$ cat src/rtl/cla_pkg.sv
// Shared definitions for the nibble-serial carry-lookahead adder.
//   NIBBLE_W  : width of one lookahead slice
//   state_t   : controller states (2-bit encoding)
//   cnt_width : width of the nibble counter for a given nibble count
package cla_pkg;

   localparam int NIBBLE_W = 4;

   typedef enum logic [1:0] {
      IDLE = 2'd0,
      RUN  = 2'd1,
      DONE = 2'd2
   } state_t;

   // Counter only has to reach nibbles-1; keep at least one bit.
   function automatic int cnt_width(input int nibbles);
      return (nibbles > 1) ? $clog2(nibbles) : 1;
   endfunction

endpackage

$ cat src/rtl/cla_nibble_add.sv
// Purely combinational 4-bit carry-lookahead slice.
//   a, b : nibble operands
//   cin  : carry into bit 0
//   sum  : nibble sum
//   cout : carry out of bit 3
//   c3   : carry into bit 3 (present only when CLA_OVERFLOW_EN is defined)
module cla_nibble_add
   import cla_pkg::*;
(
   input  logic [NIBBLE_W-1:0] a,
   input  logic [NIBBLE_W-1:0] b,
   input  logic                cin,
   output logic [NIBBLE_W-1:0] sum,
   output logic                cout
`ifdef CLA_OVERFLOW_EN
   ,
   output logic                c3
`endif
);

   logic [NIBBLE_W-1:0] p;
   logic [NIBBLE_W-1:0] g;
   logic [NIBBLE_W:0]   c;

   assign p = a ^ b;
   assign g = a & b;

   // Every carry is formed directly from p/g and cin, no ripple.
   assign c[0] = cin;
   assign c[1] = g[0] | (p[0] & c[0]);
   assign c[2] = g[1] | (p[1] & g[0]) | (p[1] & p[0] & c[0]);
   assign c[3] = g[2] | (p[2] & g[1]) | (p[2] & p[1] & g[0])
               | (p[2] & p[1] & p[0] & c[0]);
   assign c[4] = g[3] | (p[3] & g[2]) | (p[3] & p[2] & g[1])
               | (p[3] & p[2] & p[1] & g[0])
               | (p[3] & p[2] & p[1] & p[0] & c[0]);

   assign sum  = p ^ c[3:0];
   assign cout = c[4];

`ifdef CLA_OVERFLOW_EN
   assign c3 = c[3];
`endif

endmodule

$ cat src/rtl/cla_nibble_serial_adder.sv
// Multi-cycle WIDTH-bit adder: one nibble per clock through a single
// carry-lookahead slice, carry registered between nibbles.
// Optional feature macro: CLA_OVERFLOW_EN (adds out_ovf signed overflow flag).
//
// Ports:
//   clk, rst            : clock, synchronous active-high reset
//   in_valid / in_ready : operand handshake (in_a, in_b, in_cin)
//   out_valid/out_ready : result handshake (out_sum, out_cout[, out_ovf])
//   busy                : high while an operation is in RUN or DONE
//
// state | meaning
// ------+-----------------------------------------------------------
// IDLE  | waiting for operands, in_ready=1
// RUN   | adding one nibble per cycle, NIBBLES cycles
// DONE  | result valid and held; in_ready follows out_ready
module cla_nibble_serial_adder
   import cla_pkg::*;
#(
   parameter int WIDTH = 32
) (
   input  logic             clk,
   input  logic             rst,
   input  logic             in_valid,
   output logic             in_ready,
   input  logic [WIDTH-1:0] in_a,
   input  logic [WIDTH-1:0] in_b,
   input  logic             in_cin,
   output logic             out_valid,
   input  logic             out_ready,
   output logic [WIDTH-1:0] out_sum,
   output logic             out_cout,
`ifdef CLA_OVERFLOW_EN
   output logic             out_ovf,
`endif
   output logic             busy
);

   localparam int NIBBLES = WIDTH / NIBBLE_W;
   localparam int CNT_W   = cnt_width(NIBBLES);

   if ((WIDTH % NIBBLE_W) != 0 || WIDTH < 8) begin : g_bad_width
      $error("cla_nibble_serial_adder: WIDTH must be a multiple of 4 and >= 8");
   end

   state_t              state;
   state_t              state_nx;

   logic [WIDTH-1:0]    a_sh;
   logic [WIDTH-1:0]    b_sh;
   logic [WIDTH-1:0]    sum_sh;
   logic                carry_q;
   logic [CNT_W-1:0]    cnt;
   logic                cout_q;

   logic [NIBBLE_W-1:0] nib_sum;
   logic                nib_cout;
   logic                accept;
   logic                last_nib;

`ifdef CLA_OVERFLOW_EN
   logic                nib_c3;
   logic                ovf_q;
`endif

   cla_nibble_add u_nib (
      .a    (a_sh[NIBBLE_W-1:0]),
      .b    (b_sh[NIBBLE_W-1:0]),
      .cin  (carry_q),
      .sum  (nib_sum),
      .cout (nib_cout)
`ifdef CLA_OVERFLOW_EN
      ,
      .c3   (nib_c3)
`endif
   );

   assign accept   = in_valid && in_ready;
   assign last_nib = (cnt == CNT_W'(NIBBLES - 1));

   always_ff @(posedge clk) begin
      if (rst) begin
         state <= IDLE;
      end else begin
         state <= state_nx;
      end
   end

   always_comb begin
      state_nx = state;
      case (state)
         IDLE: begin
            if (accept) state_nx = RUN;
         end
         RUN: begin
            if (last_nib) state_nx = DONE;
         end
         DONE: begin
            if (out_ready) state_nx = accept ? RUN : IDLE;
         end
         default: state_nx = IDLE;
      endcase
   end

   // In DONE, in_ready follows out_ready combinationally so a new operand
   // can be taken on the same edge the result leaves (back-to-back).
   always_comb begin
      in_ready  = 1'b0;
      out_valid = 1'b0;
      busy      = 1'b0;
      case (state)
         IDLE: in_ready = 1'b1;
         RUN:  busy     = 1'b1;
         DONE: begin
            in_ready  = out_ready;
            out_valid = 1'b1;
            busy      = 1'b1;
         end
         default: ;
      endcase
      if (rst) in_ready = 1'b0;
   end

   always_ff @(posedge clk) begin
      if (rst) begin
         a_sh    <= '0;
         b_sh    <= '0;
         sum_sh  <= '0;
         carry_q <= 1'b0;
         cnt     <= '0;
         cout_q  <= 1'b0;
`ifdef CLA_OVERFLOW_EN
         ovf_q   <= 1'b0;
`endif
      end else if (accept) begin
         a_sh    <= in_a;
         b_sh    <= in_b;
         carry_q <= in_cin;
         cnt     <= '0;
      end else if (state == RUN) begin
         a_sh    <= a_sh >> NIBBLE_W;
         b_sh    <= b_sh >> NIBBLE_W;
         // Sum fills from the top so after NIBBLES shifts nibble 0 sits at LSB.
         sum_sh  <= {nib_sum, sum_sh[WIDTH-1:NIBBLE_W]};
         carry_q <= nib_cout;
         cnt     <= cnt + CNT_W'(1);
         if (last_nib) begin
            cout_q <= nib_cout;
`ifdef CLA_OVERFLOW_EN
            // On the top nibble, c3 is the carry into bit WIDTH-1.
            ovf_q  <= nib_c3 ^ nib_cout;
`endif
         end
      end
   end

   assign out_sum  = sum_sh;
   assign out_cout = cout_q;
`ifdef CLA_OVERFLOW_EN
   assign out_ovf  = ovf_q;
`endif

endmodule

$ cat config.mk
export PLATFORM = sky130hd
export DESIGN_NAME = cla_nibble_serial_adder
export DESIGN_NICKNAME = d
export VERILOG_FILES = /design/src/rtl/cla_pkg.sv /design/src/rtl/cla_nibble_add.sv /design/src/rtl/cla_nibble_serial_adder.sv
export SDC_FILE = /design/constraint.sdc
export NUM_CORES = 1
export LEC_CHECK = 0
export CAP_MARGIN = 10
export CORE_ASPECT_RATIO = 0.6
export CORE_MARGIN = 2
export CORE_UTILIZATION = 45
export CTS_CLUSTER_SIZE = 25
export DETAILED_ROUTE_END_ITERATION = 12
export PLACE_DENSITY = 0.73
export SKIP_LAST_GASP = 1
export SYNTH_ARGS = -nofsm -noshare
export SYNTH_HDL_FRONTEND = slang
export SYNTH_SLANG_ARGS = --single-unit
$ cat constraint.sdc
create_clock -name clk -period 1.9 [get_ports clk]
set_input_delay 0.285 -clock clk [delete_from_list [all_inputs] [get_ports clk]]
set_output_delay 0.285 -clock clk [all_outputs]
set_load 0.005 [all_outputs]
==> flow_summary.yaml <==
cts:
  cts_buffers: 9
  cts-hold-fix-buffers: 0
  clockBufferDepth: 2
  cts_max_level: 3
  cts.reportedPaths.clkPinSlew_ps: 70
  clkSinkCount: 103
  clk_latency_ps: 340
  cts_root_buffer: "clkbuf_16"
  cts_tree: "yes"
synth:
  synth_simple_gate_area_share_pct: 11.16
  yosysSeqAreaShare_pct: 44.41
  synthArstFlopShare_pct: 0
  synth_top_family_by_area: "multiplexers"
  yosys-top-cells-area: "dfxtp_1, mux2i_1, a211oi_2"
  synth-seq-cells: 103
  avgSynthCellArea_um2: 10.09
  synthFlopType: "dfxtp_1"
  netlist_area_um2: 4643
  synth_top_cell_by_area: "dfxtp_1"
  ys_warn_count: 0
  synth-edff-count: 0
  yosysTopAreaCellShare_pct: 44.41
  muxShareOfSynthArea_pct: 18.76
  syn_nets: 541
  synth_xor_area_share_pct: 0.3773
  synthDistinctLibCells: 42
  postSynthCellCount: 460
  synthAdderAreaFrac_pct: 3.395
  synth-compound-area-share_pct: 16.63
worst_hold_path:
  min_path_cells: 3
  worstHoldStart: "rst"
  min_path_type: "primary input to flip-flop"
  hold_path_end: "b_sh[5]"
placed_design:
  portBuffers: 104
  place_hpwl_mm: 7.131
  routabilityCongestion: 0.7533
setup_path:
  cp_cell_sequence: "inv_2, ha_2, o21a_1, buf_4, o21bai_4, buf_12, buf_16, nor2_1, a211oi_2"
  cp_slowest_cell: "dfxtp_1"
  r2r_setup_slack_ps: 90
  worstSetupStartpointType: "flip-flop"
  crit_path_start: "state[0]"
  cp_max_fo: 23
  cp.arrival_ps: 2060
  critPathRequiredTime_ps: 2150
  timing.rr.end: "a_sh[26]"
  endpoint_kind: "flip-flop"
  crit_buf_inv: 4
  slowest_delay_ps: 340
  cpLargestDelayFamily: "buffers and inverters"
  r2r_start: "state[0]"
  critPathKind: "flip-flop to flip-flop"
  rr_worst_depth: 9
routing:
  wl_mm: 10.30
  drc: 0
  drt_iter0_markers: 192
  vias_per_cell: 5.154
  wire_per_inst_um: 14.69
  via_count: 3613
  dr.pass1.iters: 4
  antenna_left: 0
die:
  coreArea_um2: 9950
  start_util_pct: 46.67
  dieHeight_um: 82.68
  dieArea_um2: 11170
  io_pins: 105
  die_w_um: 135.1
  num_rows: 28
cells_and_area:
  layout-drive-gt1-share_pct: 14.84
  antenna_cells: 0
  layout.area.seq_um2: 2066
  layout.nets: 642
  multi_input_area_um2: 2372
  fill_cells: 814
  layout_common_cells: "dfxtp_1, clkdlybuf4s50_1, nor2_1"
  final_common_cell: "dfxtp_1"
  syn2layout_area_growth_pct: 35.49
  final_util_pct: 63.23
power_and_ir_drop:
  power_density_nw_per_um2: 1197
  ir_worst_vdd_mv: 0.6281
  power_w: 0.007532
  leakage_nw: 2.301
sta:
  hold_viol_final: 0
  slew_viol_final: 0
  fin_skew_ps: 6.254
  min_period_over_period_pct: 95.22
  hold_slack_ps: 409.3
  setup_violations: 0
  maxSlewHeadroom_pct: 51.75
  worstMarginPinSlew_ps: 723.7
  rsz0062_at_grt: "true"
  fmaxAchievable_ghz: 0.5528
  fin_crit_ps: 1809
global_route:
  grt_max_degree: 53
  grt_first_pass_wirelength_mm: 16.04
  antenna_found_initial: 0
  globalRoute.totalOverflow: 0
  grt_use_total_pct: 18.65
  grt_pass1_vias: 3278
run:
  cap_violations: 0
status:
  outcome: "completed"
where the power goes:
part / total [W] / internal (W) / leakage, nW / switching, W
Sequential: 0.00281 / 0.00257 / 0.841 / 0.000245
Combinational: 0.00272 / 0.00138 / 1.31 / 0.00134
Clock: 0.00200 / 0.00117 / 0.154 / 0.000826
worst reg2reg max path, stage by stage (launching register included):
cell and delay, ps:
dfxtp_1 340, inv_2 70, ha_2 190, o21a_1 200
buf_4 150, o21bai_4 140, buf_12 170, buf_16 180
nor2_1 70, a211oi_2 200
synth_stat cells, drive strengths merged (2+ instances only):
library cell,count
o21a,2
clkbuf,11
a21oi,12
a211oi,57
a31oi,2
and2,2
o21ai,4
mux2i,87
nand2b,2
ha,11
nor2,95
inv,9
nand2,10
buf,26
dfxtp,103
nand3,9
worst max-delay path by stage:
stage	slack [ps]	endpoint	depth (start not counted)
finish	90	a_sh[26]	9
global route	-10	a_sh[26]	9
CTS	30	busy	3
detailed placement	-0.7	in_ready	5
global placement	50	in_ready	5
floorplan	240	b_sh[21]	7
routing by layer:
layer | vias up | wire [um] | track usage [%]
li1 | 1830 | - | -
met1 | 1680 | 5323 | 26.34
met2 | 95 | 4280 | 28.27
met3 | 8 | 626 | 5.495
met4 | 0 | 65 | 4.167
met5 | - | 0 | 0
state kept, by name, summed over array words and instances (netlist names):
register and count:
a_sh 32, b_sh 32, carry_q 1, cnt 3, out_cout 1, out_sum 32
state 2
logic make-up (layout without fill, tap and decap cells):
logic type               after synthesis  in the layout
AND/OR/NAND/NOR                      124            124
flip-flops                           103            103
multiplexers                          87             87
AO/OA/AOI/OAI                         86             86
buffers and inverters                 46            152
adder cells (fa/ha/maj)               12             12
XOR/XNOR                               2              2
what timing repair did:
item / CTS / global route
buffers inserted: 1 / 3
gates resized for setup: 9 / 6
gates cloned: 0 / 1
pin swaps: 2 / 2
setup endpoints to repair: 1 / 43
cell type report:
type	instances	area share [%]
clock buffers	9	3.580
repair buffers	127	21.00
clock inverters	7	1.651
inverters	9	0.5370
well taps	135	2.685
flip-flops and latches	103	32.84
multi-input cells	311	37.71
through the flow:
step	cell area (um^2)	worst slack, ps	TNS, ps	cells
2_1_floorplan	4643	241.9	0	460
4_1_cts	6217	34.93	0	697
5_1_grt	6291	-12.65	-26.20	701
6_report	6291	90.89	0	701
3_3_place_gp	5862	46.11	0	680
3_5_place_dp	5862	-0.7331	-0.7331	680
Note: power is estimated with default switching activity, not from simulation.
